===== src/rtl/carrier_freq_meter.sv =====
// Carrier frequency meter: slices 8-bit samples with hysteresis and reports the
// number of clocks spanned by PERIODS rising crossings of the sliced signal.
module carrier_freq_meter #(
    parameter int PERIODS     = 256,
    parameter int COUNT_WIDTH = 24,
    parameter int HYST        = 4
) (
    input  logic                   clk,
    input  logic                   rst_n,
    input  logic                   sample_valid,
    input  logic [7:0]             sample,
    input  logic [7:0]             midpoint,
    output logic [COUNT_WIDTH-1:0] period_sum,
    output logic                   result_valid,
    output logic                   timeout,
    output logic                   locked
);

    localparam int EW = (PERIODS > 1) ? $clog2(PERIODS + 1) : 1;
    localparam logic [EW-1:0] LAST_EDGE = EW'(PERIODS - 1);

    typedef enum logic {
        IDLE,
        MEASURE
    } state_t;

    state_t                 state;
    logic                   level;
    logic                   level_q;
    logic [COUNT_WIDTH-1:0] cnt;
    logic [EW-1:0]          edges;

    logic [8:0] up_sum;
    logic [7:0] upper;
    logic [7:0] lower;
    logic       rise;

    // Thresholds saturate at the ends of the 8-bit range.
    always_comb begin
        up_sum = {1'b0, midpoint} + 9'(HYST);
        upper  = up_sum[8] ? 8'hFF : up_sum[7:0];
        lower  = (midpoint >= 8'(HYST)) ? (midpoint - 8'(HYST)) : '0;
        rise   = level & ~level_q;
    end

    always_ff @(posedge clk) begin
        if (!rst_n) begin
            state        <= IDLE;
            level        <= 1'b0;
            level_q      <= 1'b0;
            cnt          <= '0;
            edges        <= '0;
            period_sum   <= '0;
            result_valid <= 1'b0;
            timeout      <= 1'b0;
            locked       <= 1'b0;
        end else begin
            level_q      <= level;
            result_valid <= 1'b0;
            timeout      <= 1'b0;

            // HIGH test first so it wins when upper == lower.
            if (sample_valid) begin
                if (sample >= upper) begin
                    level <= 1'b1;
                end else if (sample <= lower) begin
                    level <= 1'b0;
                end
            end

            case (state)
                IDLE: begin
                    cnt   <= '0;
                    edges <= '0;
                    if (rise) begin
                        state  <= MEASURE;
                        cnt    <= COUNT_WIDTH'(1);
                        locked <= 1'b1;
                    end
                end
                MEASURE: begin
                    if (rise) begin
                        if (edges == LAST_EDGE) begin
                            period_sum   <= cnt;
                            result_valid <= 1'b1;
                            cnt          <= COUNT_WIDTH'(1);
                            edges        <= '0;
                        end else begin
                            edges <= edges + EW'(1);
                            cnt   <= cnt + COUNT_WIDTH'(1);
                        end
                    end else if (cnt == '1) begin
                        timeout <= 1'b1;
                        state   <= IDLE;
                        cnt     <= '0;
                        edges   <= '0;
                        locked  <= 1'b0;
                    end else begin
                        cnt <= cnt + COUNT_WIDTH'(1);
                    end
                end
                default: state <= IDLE;
            endcase
        end
    end

endmodule


===== config.mk =====
export PLATFORM = sky130hd
export DESIGN_NAME = carrier_freq_meter
export DESIGN_NICKNAME = d
export VERILOG_FILES = /design/src/rtl/carrier_freq_meter.sv
export SDC_FILE = /design/constraint.sdc
export NUM_CORES = 1
export LEC_CHECK = 0
export ABC_AREA = 1
export BUFFER_PORTS_ARGS = -buffer_cell sky130_fd_sc_hd__buf_2
export CORE_MARGIN = 3
export CORE_UTILIZATION = 30
export DETAILED_ROUTE_END_ITERATION = 10
export PLACE_DENSITY = 0.52
export SLEW_MARGIN = 15
export SYNTH_ARGS = -nofsm -noshare
export SYNTH_HDL_FRONTEND = slang
export SYNTH_SLANG_ARGS = --single-unit

===== constraint.sdc =====
create_clock -name clk -period 5.87 [get_ports clk]
set_input_delay 1.4675 -clock clk [delete_from_list [all_inputs] [get_ports clk]]
set_output_delay 1.4675 -clock clk [all_outputs]
set_load 0.01 [all_outputs]

# == After elaboration in Yosys (flattened, before gate mapping) ==
# Cells that the tools add are included.
# classes
addsub,4
magnitude_cmp,3
n_eq_ne,6
muxes,23
bitwise_logic,4
reduce_logical,6
# ops
cell,count
$mux W24,3
$pmux W24 S2,1
$mux W9,3
$add A24 B1 Y24 const B,1
$eq A24 B24 Y1 const B,1
$pmux W9 S2,1
$mux W8,2
$mux W1,11
$add A8 B3 Y9 const B,1
$add A9 B1 Y9 const B,1
$eq A9 B8 Y1 const B,1
$reduce_and A3 Y1,3
$ge A8 B3 Y1 const B,1
$ge A8 B8 Y1,1
$le A8 B8 Y1,1
$sub A8 B3 Y8 const B,1
$ne A2 B2 Y1 const B,2
$pmux W1 S2,2
$ne A3 B1 Y1 const B,1
$not A1 Y1,3
$reduce_or A3 Y1,1
$ne A2 B1 Y1 const B,1
$reduce_and A2 Y1,1
$reduce_bool A2 Y1,1
$and A1 B1 Y1,1
# word_totals
ff_bits,63
inputBits,19
out_inout_bits,27
wordCells,55

# == Longest topological paths before layout ==
# logic_depth
depth_word,5
ltp_mapped,19
ltp_nobuf,19

# == Worst setup path before layout ==
# Ideal clock, no wire load.
# synth_timing
kind,input to register
startpoint,input midpoint[2]
endpoint,register level
setup_ps,112
arrival_ps,3092
required_time_ps,5758
slack_ps,2666
cell_stages,18
path_buffers,0
path_cell_list,inv_1 ha_1 nand2_1 inv_1 nand4_1 inv_1 or2_2 ha_1 nand2_1 inv_1 nand2_1 nand2_1 nand2_1 nand2_1 nand2_1 nand2_1 nand2_1 nand2_1
# synth_between
elab_chain_cells,5
word_cells_on_any_way,10
classes_between,add/sub (2); order compare (3); mux (3); reduce/logical (2)
# synth_rtl
item,line,source
from (decl),12,"input logic [7:0] midpoint,"
"$add A8 B3 Y9, or another cell as far along",40,"up_sum = {1'b0, midpoint} + 9'(HYST);"
"$mux W8, on equally long branches","41, 42",
$ge A8 B8 Y1 / $le A8 B8 Y1 (equally long branches),"64, 66",
$reduce_bool A2 Y1 (no line),--,
$reduce_and A2 Y1 (no line),--,
to (signal assigned),49,level <= 1'b0;
to (signal assigned),65,level <= 1'b1;
to (signal assigned),67,level <= 1'b0;
to (decl),28,logic level;
# Several ways; a longest one is shown, not always the timed one.
# A chain may end at the register's enable or synchronous reset.

# == Final worst setup path ==
# Same ends and word-level chain as after synthesis.

==> results.sh <==
export IMPL_p_sw_w=0.0002336
export IMPL_cts_hold_buf=0
export IMPL_gp_congestion=0.9361
export IMPL_critPathKind="primary input to register"
export IMPL_rsz0062_at_grt="no"
export IMPL_sw_frac_of_total_pct=23.32
export IMPL_rows=39
export IMPL_multi_input_area_um2=2016
export IMPL_ys_warn_count=0
export IMPL_post_place_ws_ns=2.340
export IMPL_cp_required_ns=6.09
export IMPL_ys_types=36
export IMPL_crit_arrival_ns=3.42
export IMPL_grt_pass1_wl_um=14680
export IMPL_die_h_um=114.7
export IMPL_drv_cap=0
export IMPL_insertion_delay_ns=0.33
export IMPL_core_um2=11470
export IMPL_diodes=0
export IMPL_syn_avg_cell_area_um2=7.066
export IMPL_yosysSeqAreaShare_pct=35.56
export IMPL_via_per_inst=4.604
export IMPL_dpl_hpwl_um=6337
export IMPL_ios=46
export IMPL_ctsResizeCount=0
export IMPL_drtAntennaViolNets=0
export IMPL_clk_path_buf_depth=2
export IMPL_met3_usage_pct=3.632
export IMPL_final_util_pct=36.17
export IMPL_die_area_um2=13160
export IMPL_synthToLayoutAreaGrowth_pct=16.93
export IMPL_vias=3209
export IMPL_p_leak_nw=1.780
export IMPL_placed_area_um2=3870
export IMPL_met1_usage_pct=16.76
export IMPL_fmax_mhz=312.1
export IMPL_design_area_um2=4148
export IMPL_drc_errors=0
export IMPL_tns_ns=0
export IMPL_internal_power_w=0.0007680
export IMPL_clock_sinks=63
export IMPL_seq_area_um2=1261
export IMPL_drt_wl_total_um=8262
export IMPL_post_cts_buffers=0
export IMPL_final_max_slew_viol_count=0
export IMPL_path_max_fanout=7
export IMPL_setup_slack_ns=2.666
export IMPL_wire_per_inst_um=11.85
export IMPL_startpoint_type="primary input"
export IMPL_layout_nets=589
export IMPL_ir_drop_mv=0.1424
export IMPL_ys_ff_latch=63
export IMPL_slew_headroom_pct=60.20
export IMPL_hold_path_class="register to register"
export IMPL_timing_final_crit_share_pct=54.58
export IMPL_drive_gt1_share_pct=17.33
export IMPL_power_frac_comb_pct=7.9
export IMPL_grt_ovfl_total=0
export IMPL_drtIter0Drc=129
export IMPL_worst_pin_slew_ns=0.5948
export IMPL_grt_start_max_net_pins=33
export IMPL_antenna_found_initial=0
export IMPL_use_met2_pct=22.35
export IMPL_portBuffers=45
export IMPL_syn_nets=542
export IMPL_setup_viol=0
export IMPL_cts_buffers=9
export IMPL_synthCells=502
export IMPL_finalPower_w=0.001002
export IMPL_die_w_um=114.7
export IMPL_fill_cells=1242
export IMPL_outcome="finished, final reports clean"
export IMPL_end_kind="register"
export IMPL_synthesis_area_um2=3547
export IMPL_clk_pin_slew_ns=0.05
export IMPL_top_usage_layer="met2"
export IMPL_clock_skew_ns=0.005266
export IMPL_start_util_pct=30.93
export IMPL_grt_pass1_vias=3273
export IMPL_pwr_share_clk_pct=48.5
export IMPL_finalCriticalPeriod_ns=3.204
export IMPL_hold_viol=0
export IMPL_cts_tree="yes"
export IMPL_detailedRoute_firstPassIterationCount=4
export IMPL_cts_root_buf="clkbuf_16"
export IMPL_h_tree_depth=3
export IMPL_grt_usage_pct=13.63
export IMPL_power_density_nw_per_um2=241.5
export IMPL_seq_power_share_pct=43.6
-- critical path, stage by stage --
cell and delay (ns):
buf_2 0.11, inv_1 0.09, ha_1 0.22, nand2_1 0.09, inv_1 0.06, nand4_1 0.21, inv_1 0.09, or2_2 0.28
ha_1 0.29, a21oi_1 0.15, nand2_1 0.06, nand2_1 0.05, nand2_1 0.05, nand2_1 0.06, nand2_1 0.05, nand2_1 0.05
nand2_1 0.04
-- cell families (layout without fill, tap and decap cells) --
family | Yosys count | after routing | share of synthesized area, %
AOI/OAI and AO/OA | 58 | 58 | 8.783
adders and majority gates | 21 | 21 | 7.407
xor gates and xnor gates | 14 | 14 | 3.457
buffers and inverters | 59 | 111 | 7.619
and+or+nand+nor | 287 | 287 | 37.18
DFF | 63 | 63 | 35.56
-- metrics by stage --
step,instances,hold slack [ns]
final,697,0.4397
after global routing,697,0.4628
after CTS,697,0.4424
after detailed placement,681,0.4331
after global placement,681,0.4373
after floorplan,502,0.4193
-- cell type report --
| class | count | area share [%] |
|---|---|---|
| multi-input cells | 380 | 48.60 |
| flip-flops and latches | 63 | 30.41 |
| clock buffers | 13 | 6.275 |
| repair buffers | 45 | 5.430 |
| inverters | 50 | 4.555 |
| well taps | 143 | 4.314 |
| clock inverters | 3 | 0.4223 |
-- Yosys cell counts (all sizes together) --
cell type / count / share of area [%]
a211oi: 1 / 0.21
a21o: 1 / 0.21
a21oi: 15 / 2.1
and2: 1 / 0.18
buf: 6 / 2.0
clkbuf: 3 / 0.32
clkinv: 1 / 0.14
dfxtp: 63 / 36
ha: 21 / 7.4
inv: 49 / 5.2
nand2: 99 / 11
nand3: 34 / 5.2
nand3b: 4 / 0.95
nand4: 11 / 2.4
nor2: 125 / 16
nor3: 9 / 1.3
o211a: 1 / 0.28
o21a: 1 / 0.21
o21ai: 35 / 4.9
o21bai: 3 / 0.63
o22ai: 1 / 0.18
or2: 4 / 0.71
xnor2: 7 / 1.7
xor2: 7 / 1.7
-- flip-flops by register name, summed over array words and instances, names as in the netlist --
signal        cells
level_q           1
cnt              24
result_valid      1
timeout           1
period_sum       24
edges             9
level             1
locked            1
state             1
-- placed cells by master, fill, tap and decap left out --
cell type / count
nor2_1: 105
nand2_1: 94
dfxtp_1: 63
inv_1: 45
buf_2: 45
o21ai_0: 34
nand3_1: 33
ha_1: 21
a21oi_1: 15
nor2_2: 15
nand4_1: 10
nor3_1: 9
clkbuf_16: 9
xor2_1: 7
xnor2_1: 7
or2_2: 4
nand2_2: 4
inv_2: 4
nor2_4: 4
clkinv_2: 3
nand3b_1: 3
o21bai_1: 3
clkbuf_8: 2
clkbuf_1: 2
nor2_8: 1
nand4_4: 1
nand3b_2: 1
nand3_4: 1
nand2_4: 1
o211a_1: 1
a211oi_1: 1
o21a_1: 1
and2_1: 1
o21ai_1: 1
a21o_1: 1
o22ai_1: 1
clkinvlp_4: 1
-- power groups by stage --
stage / Clock [W] / Combinational [W] / Sequential, W
after CTS: 0.000501 / 0.0000803 / 0.000436
after detailed placement: 0 / 0.0000797 / 0.000445
after floorplan: 0 / 0.0000581 / 0.000443
after global routing: 0.000514 / 0.0000949 / 0.000436
final: 0.000486 / 0.0000791 / 0.000436
after global placement: 0 / 0.0000786 / 0.000445
-- path summary, 6_finish.rpt --
kind,cells past startpoint,endpoint,slack [ns],startpoint
worst max-delay path,17,level,2.67,midpoint[2]
worst min-delay path,2,level_q,0.44,level
worst max register to register,9,period_sum[8],3.98,edges[0]
worst min register to register,2,level_q,0.44,level
-- per-layer routing --
metal,vias up,share of wire (%),wire [µm]
li1,1713,-,-
met1,1415,49,4032
met2,69,44,3623
met3,12,5.5,453
met4,0,1.8,152
met5,-,0,0
Power figures use the tool's default switching activity.
